<file path="src/rtl/cpu_pkg.sv">
`default_nettype none
// ============================================================================
// Module   : cpu_pkg
// Brief    : Shared widths and fetch FSM encoding for the CPU front end.
// Revision : 1.0 - initial release
// ============================================================================
package cpu_pkg;

   localparam int ADDR_W  = 16;
   localparam int HALF_W  = 16;
   localparam int INSTR_W = 32;
   localparam int PC_STEP = 4;

   typedef enum logic [0:0] {
      FETCH_LO = 1'b0,
      FETCH_HI = 1'b1
   } fetch_state_t;

endpackage
`default_nettype wire

</file>
<file path="src/rtl/prefetch_fifo.sv">
`default_nettype none
// ============================================================================
// Module   : prefetch_fifo
// Brief    : Synchronous FIFO of {pc, instr} entries; flush wins over push/pop.
// Revision : 1.0 - initial release
// ============================================================================
module prefetch_fifo
   import cpu_pkg::*;
#(
   parameter int DEPTH = 2
) (
   input  logic                   clk,
   input  logic                   rstN,
   input  logic                   push,
   input  logic                   pop,
   input  logic                   flush,
   input  logic [INSTR_W-1:0]     pushInstr,
   input  logic [ADDR_W-1:0]      pushPc,
   output logic                   full,
   output logic                   empty,
   output logic [$clog2(DEPTH):0] count,
   output logic [INSTR_W-1:0]     headInstr,
   output logic [ADDR_W-1:0]      headPc
);

   localparam int PTR_W = $clog2(DEPTH);
   localparam int CNT_W = PTR_W + 1;

   logic [INSTR_W-1:0] r_instrMem [DEPTH];
   logic [ADDR_W-1:0]  r_pcMem    [DEPTH];
   logic [PTR_W-1:0]   r_rdPtr;
   logic [PTR_W-1:0]   r_wrPtr;
   logic [CNT_W-1:0]   r_count;
   logic               w_push;
   logic               w_pop;

   assign w_push = push && !full;
   assign w_pop  = pop && !empty;

   // Storage is cleared on reset so the head outputs read zero while held.
   always_ff @(posedge clk or negedge rstN) begin
      if (!rstN) begin
         for (int i = 0; i < DEPTH; i++) begin
            r_instrMem[i] <= '0;
            r_pcMem[i]    <= '0;
         end
         r_rdPtr <= '0;
         r_wrPtr <= '0;
         r_count <= '0;
      end else if (flush) begin
         r_rdPtr <= '0;
         r_wrPtr <= '0;
         r_count <= '0;
      end else begin
         if (w_push) begin
            r_instrMem[r_wrPtr] <= pushInstr;
            r_pcMem[r_wrPtr]    <= pushPc;
            r_wrPtr             <= r_wrPtr + 1'b1;
         end
         if (w_pop) begin
            r_rdPtr <= r_rdPtr + 1'b1;
         end
         if (w_push && !w_pop) begin
            r_count <= r_count + 1'b1;
         end else if (!w_push && w_pop) begin
            r_count <= r_count - 1'b1;
         end
      end
   end

   assign full      = (r_count == CNT_W'(DEPTH));
   assign empty     = (r_count == '0);
   assign count     = r_count;
   assign headInstr = r_instrMem[r_rdPtr];
   assign headPc    = r_pcMem[r_rdPtr];

endmodule
`default_nettype wire

</file>
<file path="src/rtl/instr_prefetch.sv">
`default_nettype none
// ============================================================================
// Module   : instr_prefetch
// Brief    : Two-halfword instruction fetcher feeding a small prefetch buffer.
// Revision : 1.0 - initial release
// ============================================================================
module instr_prefetch
   import cpu_pkg::*;
#(
   parameter int                DEPTH    = 2,
   parameter logic [ADDR_W-1:0] RESET_PC = 16'h0000
) (
   input  logic               clk,
   input  logic               rstN,
   output logic [ADDR_W-1:0]  memAddr,
   output logic               memRe,
   input  logic               memGnt,
   input  logic [HALF_W-1:0]  busD,
   output logic               instrValid,
   output logic [INSTR_W-1:0] instr,
   output logic [ADDR_W-1:0]  instrPc,
   input  logic               instrReady,
   input  logic               redirect,
   input  logic [ADDR_W-1:0]  redirectPc
);

   localparam int CNT_W = $clog2(DEPTH) + 1;

   fetch_state_t      r_state;
   logic [ADDR_W-1:0] r_fetchPc;
   logic [HALF_W-1:0] r_loHalf;
   logic              w_full;
   logic              w_empty;
   logic [CNT_W-1:0]  w_count;
   logic              w_memDone;
   logic              w_push;
   logic              w_pop;
   logic              w_unused;

   // A new instruction is only started when a slot is free, so the upper-half
   // completion can always push. rstN gates the request so reset drops it at once.
   assign memRe     = rstN && ((r_state == FETCH_HI) || !w_full);
   assign memAddr   = !memRe                ? '0 :
                      (r_state == FETCH_HI) ? r_fetchPc + ADDR_W'(HALF_W / 8) :
                                              r_fetchPc;
   assign w_memDone = memRe && memGnt;
   assign w_push    = w_memDone && (r_state == FETCH_HI) && !redirect;
   assign w_pop     = instrValid && instrReady && !redirect;
   assign w_unused  = ^{redirectPc[0], w_count};

   always_ff @(posedge clk or negedge rstN) begin
      if (!rstN) begin
         r_state   <= FETCH_LO;
         r_fetchPc <= RESET_PC;
         r_loHalf  <= '0;
      end else if (redirect) begin
         r_state   <= FETCH_LO;
         r_fetchPc <= {redirectPc[ADDR_W-1:1], 1'b0};
      end else if (w_memDone) begin
         case (r_state)
            FETCH_LO: begin
               r_loHalf <= busD;
               r_state  <= FETCH_HI;
            end
            FETCH_HI: begin
               r_fetchPc <= r_fetchPc + ADDR_W'(PC_STEP);
               r_state   <= FETCH_LO;
            end
            default: r_state <= FETCH_LO;
         endcase
      end
   end

   prefetch_fifo #(
      .DEPTH (DEPTH)
   ) u_fifo (
      .clk       (clk),
      .rstN      (rstN),
      .push      (w_push),
      .pop       (w_pop),
      .flush     (redirect),
      .pushInstr ({busD, r_loHalf}),
      .pushPc    (r_fetchPc),
      .full      (w_full),
      .empty     (w_empty),
      .count     (w_count),
      .headInstr (instr),
      .headPc    (instrPc)
   );

   assign instrValid = !w_empty;

endmodule
`default_nettype wire
</file>
<file path="config.mk">
export PLATFORM = sky130hd
export DESIGN_NAME = instr_prefetch
export DESIGN_NICKNAME = d
export VERILOG_FILES = /design/src/rtl/cpu_pkg.sv /design/src/rtl/prefetch_fifo.sv /design/src/rtl/instr_prefetch.sv
export SDC_FILE = /design/constraint.sdc
export NUM_CORES = 1
export LEC_CHECK = 0
export BUFFER_PORTS_ARGS = -buffer_cell sky130_fd_sc_hd__buf_4
export CAP_MARGIN = 20
export CORE_UTILIZATION = 35
export CTS_CLUSTER_SIZE = 8
export DETAILED_ROUTE_END_ITERATION = 10
export SYNTH_ARGS = -nofsm -noshare
export SYNTH_HDL_FRONTEND = slang
export SYNTH_SLANG_ARGS = --single-unit
</file>
<file path="constraint.sdc">
create_clock -name clk -period 2.17 [get_ports clk]
set_input_delay 0.3255 -clock clk [delete_from_list [all_inputs] [get_ports clk]]
set_output_delay 0.3255 -clock clk [all_outputs]
set_load 0.02 [all_outputs]
</file>
==> results.yml <==
synth:
  yosysWarnings: 0
  synth_cells: 464
  synth_cell_types: 38
  ys_seq_elements: 130
  ys_seq_area_share_pct: 52.9
  syn_area_per_cell_um2: 13.2
  netlist_area_mm2: 0.00615
placed_design:
  dpl.hpwl_um: 8940
  place.gp.congestion: 0.831
  pre_cts_ws_ns: 0.176
  portBuffers: 99
floorplanning:
  num_io_pins: 103
  die_h_um: 135
  die-area_mm2: 0.0181
  core-area_mm2: 0.0172
  initial_utilization_pct: 35.7
  die_w_um: 135
  fp-row-count: 48
sta:
  grt_setup_unrepaired: "yes"
  hold_viol_final: 0
  slew_headroom_pct: 55.1
  fin_ws_ns: -0.0660
  final-setup-viol-count: 6
  finalMaxSlewViolations: 0
  tns_ns: -0.190
  worst_slew_pin_slew_ns: 0.673
  fmax_ghz: 0.447
  fin_hold_ws_ns: 0.118
  fin_worst_skew_ns: 0.00955
  layout_min_cycle_time_ns: 2.24
  post-route-period-util_pct: 103
cts:
  numCtsBuffers: 17
  path_clk_slew_ns: 0.06
  cts_tree: "yes"
  clock_sinks: 130
  cts_root_buf: "clkbuf_16"
  insertion_delay_ns: 0.42
  h-tree-depth: 4
  clk_path_buf_depth: 2
setup_path:
  rrSetupSlack_ns: 0.32
  timing.rr.start: "r_state$_DFFE_PN0P_"
  crit_path_end: "memAddr[14]"
  crit_path_start_kind: "register"
  reg2reg_to: "u_fifo.r_instrMem[18]$_DFFE_PN0P_"
  cp.required_ns: 1.84
  path_max_fanout: 5
  arrival_ns: 1.91
  reg2reg_depth: 4
  crit_type: "reg2out"
  cp-end-kind: "output port"
  startpoint: "r_fetchPc[2]$_DFFE_PN0N_"
power_and_ir_drop:
  p_clk_share_pct: 38.3
  ir_drop_mv: 0.528
  leakage_nw: 3.75
  p_sw_w: 0.00218
  pwr-share-seq_pct: 38.2
  p_comb_share_pct: 23.6
  sw_frac_of_total_pct: 27.1
  p_int_w: 0.00587
  power_density_mw_per_mm2: 997
global_routing:
  track_usage_pct: 16.2
  grt-ovfl-total: 0
  grt_max_degree: 122
  antenna_found_initial: 0
  grt_first_pass_wirelength_um: 22500
  grt_pass1_vias: 4388
route:
  firstDrtPassIters: 4
  drc: 0
  final_antenna_net_count: 0
  drt_iter0_markers: 142
  finalWirelength_um: 13900
  num_vias: 4048
  viasPerCell: 4.94
  wl_per_cell_um: 16.9
cells_and_area:
  diodes: 0
  syn2layout_area_growth_pct: 31.5
  layout-drive-gt1-share_pct: 57.6
  fin_nets: 621
  num-fill-cells: 1554
min_path:
  hp-class: "in2reg"
run:
  max_cap_viol_count: 0
run_status:
  status: "complete, but fails checks"
  violations: "setup timing"
[through the flow]
stage | total power [W] | utilization [%] | std cells | instance area, um^2
floorplan | 0.00420 | - | 465 | 6150
global placement | 0.00492 | 41.8 | 777 | 7200
detailed placement | 0.00499 | 41.8 | 777 | 7200
CTS | 0.00813 | 46.3 | 816 | 7990
global route | 0.00842 | 46.9 | 820 | 8080
finish | 0.00805 | 46.9 | 820 | 8080
[worst max-delay path, stage by stage, from the launching register on]
cell and delay, ns:
dfrtp_1 0.35, ha_2 0.19, nand4_1 0.18, buf_6 0.20
nor4_4 0.17, xnor2_1 0.11, nor2_1 0.14, buf_4 0.16
[power groups by stage]
stage                     registers [W]  logic [W]  clock network [W]
final                           0.00307    0.00190            0.00308
after global placement          0.00307    0.00185                  0
after floorplan                 0.00301    0.00119                  0
after global routing            0.00313    0.00203            0.00326
after CTS                       0.00307    0.00191            0.00314
after detailed placement        0.00311    0.00188                  0
[how the worst min path moves through the flow]
stage	endpoint	from	cells past startpoint
2_1_floorplan	r_fetchPc[10]$_DFFE_PN0N_	rstN	0
5_1_grt	r_fetchPc[11]$_DFFE_PN0N_	redirectPc[11]	3
4_1_cts	r_fetchPc[10]$_DFFE_PN0N_	redirectPc[10]	3
6_report	r_fetchPc[10]$_DFFE_PN0N_	redirectPc[10]	3
3_3_place_gp	r_fetchPc[6]$_DFFE_PN0N_	rstN	1
3_5_place_dp	r_fetchPc[6]$_DFFE_PN0N_	rstN	1
[state kept, by name, summed over array words and instances, names as in the netlist]
name,flops
r_state,1
u_fifo.r_rdPtr,1
u_fifo.r_pcMem,30
u_fifo.r_instrMem,64
r_fetchPc,15
r_loHalf,16
u_fifo.r_wrPtr,1
u_fifo.count,2
[per-layer routing]
layer,vias up,part of all wire (%),global-route usage [%]
met5,-,0,0
met4,0,1.2,5.81
met3,15,4.9,4.05
met2,107,49,27.0
met1,2054,45,20.3
li1,1872,-,-
[layout by cell type (no fill, tap or decap), drive strengths merged, types with 3 or more instances in the layout]
master and instances:
mux2 158, buf 131, dfrtp 130, clkbuf 23
xnor2 20, nand2 20, o21ai 19, nor2 18
nand4 9, nor4 9, nor3 8, xor2 7
a21oi 6, nand3 5, or3 4, bufinv 4
clkinv 4, inv 3
[layout make-up]
class                      instances  area (um^2)  area share (%)
multi-input combinational        298         2830            35.0
clock inverter                     9          151            1.87
clock buffer                      23          488            6.04
tap                              225          282            3.48
sequential                       130         3260            40.4
timing repair buffer             132         1060            13.1
inverter                           3         11.3           0.139
[cell usage after synthesis]
cell type	instances	area [um^2]
buf_12	1	20.0
nand3_2	1	10.0
buf_1	1	3.75
nor4b_2	1	15.0
nor3b_1	1	7.51
nor2_1	18	67.6
or3_1	4	25.0
ha_1	2	25.0
inv_1	3	11.3
nand3_1	4	20.0
buf_6	4	45.0
a21oi_1	6	30.0
and2b_4	1	10.0
o21ai_1	1	5.00
o21ai_0	18	90.1
clkbuf_2	1	5.00
nand2b_2	1	8.76
clkbuf_1	9	33.8
o211ai_1	1	7.51
mux2_4	10	150
nor4_1	8	50.1
buf_2	11	55.1
mux2i_1	2	20.0
nand2_1	20	75.1
conb_1	1	3.75
nor4_2	1	12.5
a21o_1	1	7.51
mux2_2	144	1620
xor2_1	7	61.3
nor3_1	8	40.0
xnor2_1	20	175
buf_4	7	52.6
dfrtp_1	130	3250
nand4_1	9	56.3
mux2_1	4	45.0
and3_1	1	6.26
nand3b_1	1	7.51
o211ai_2	1	12.5
[cell families after synthesis]
kind of cell	Yosys count	share of synthesized area (%)
muxes	160	29.9
adders and majority gates	2	0.407
AOI/OAI and AO/OA	28	2.48
other	1	0.0610
DFF	130	52.9
buffers and inverters	37	3.68
and+or+nand+nor	79	6.70
xor gates and xnor gates	27	3.85
[what timing repair did]
item | in CTS | in global routing
hold buffers | 1 | 0
buffers inserted | 6 | 4
pin swaps | 8 | 6
gates resized for setup | 21 | 12
endpoints found under the setup margin | 13 | 10
endpoints found under the hold margin | 9 | 0
No activity file was read; power rests on OpenSTA's default activity.
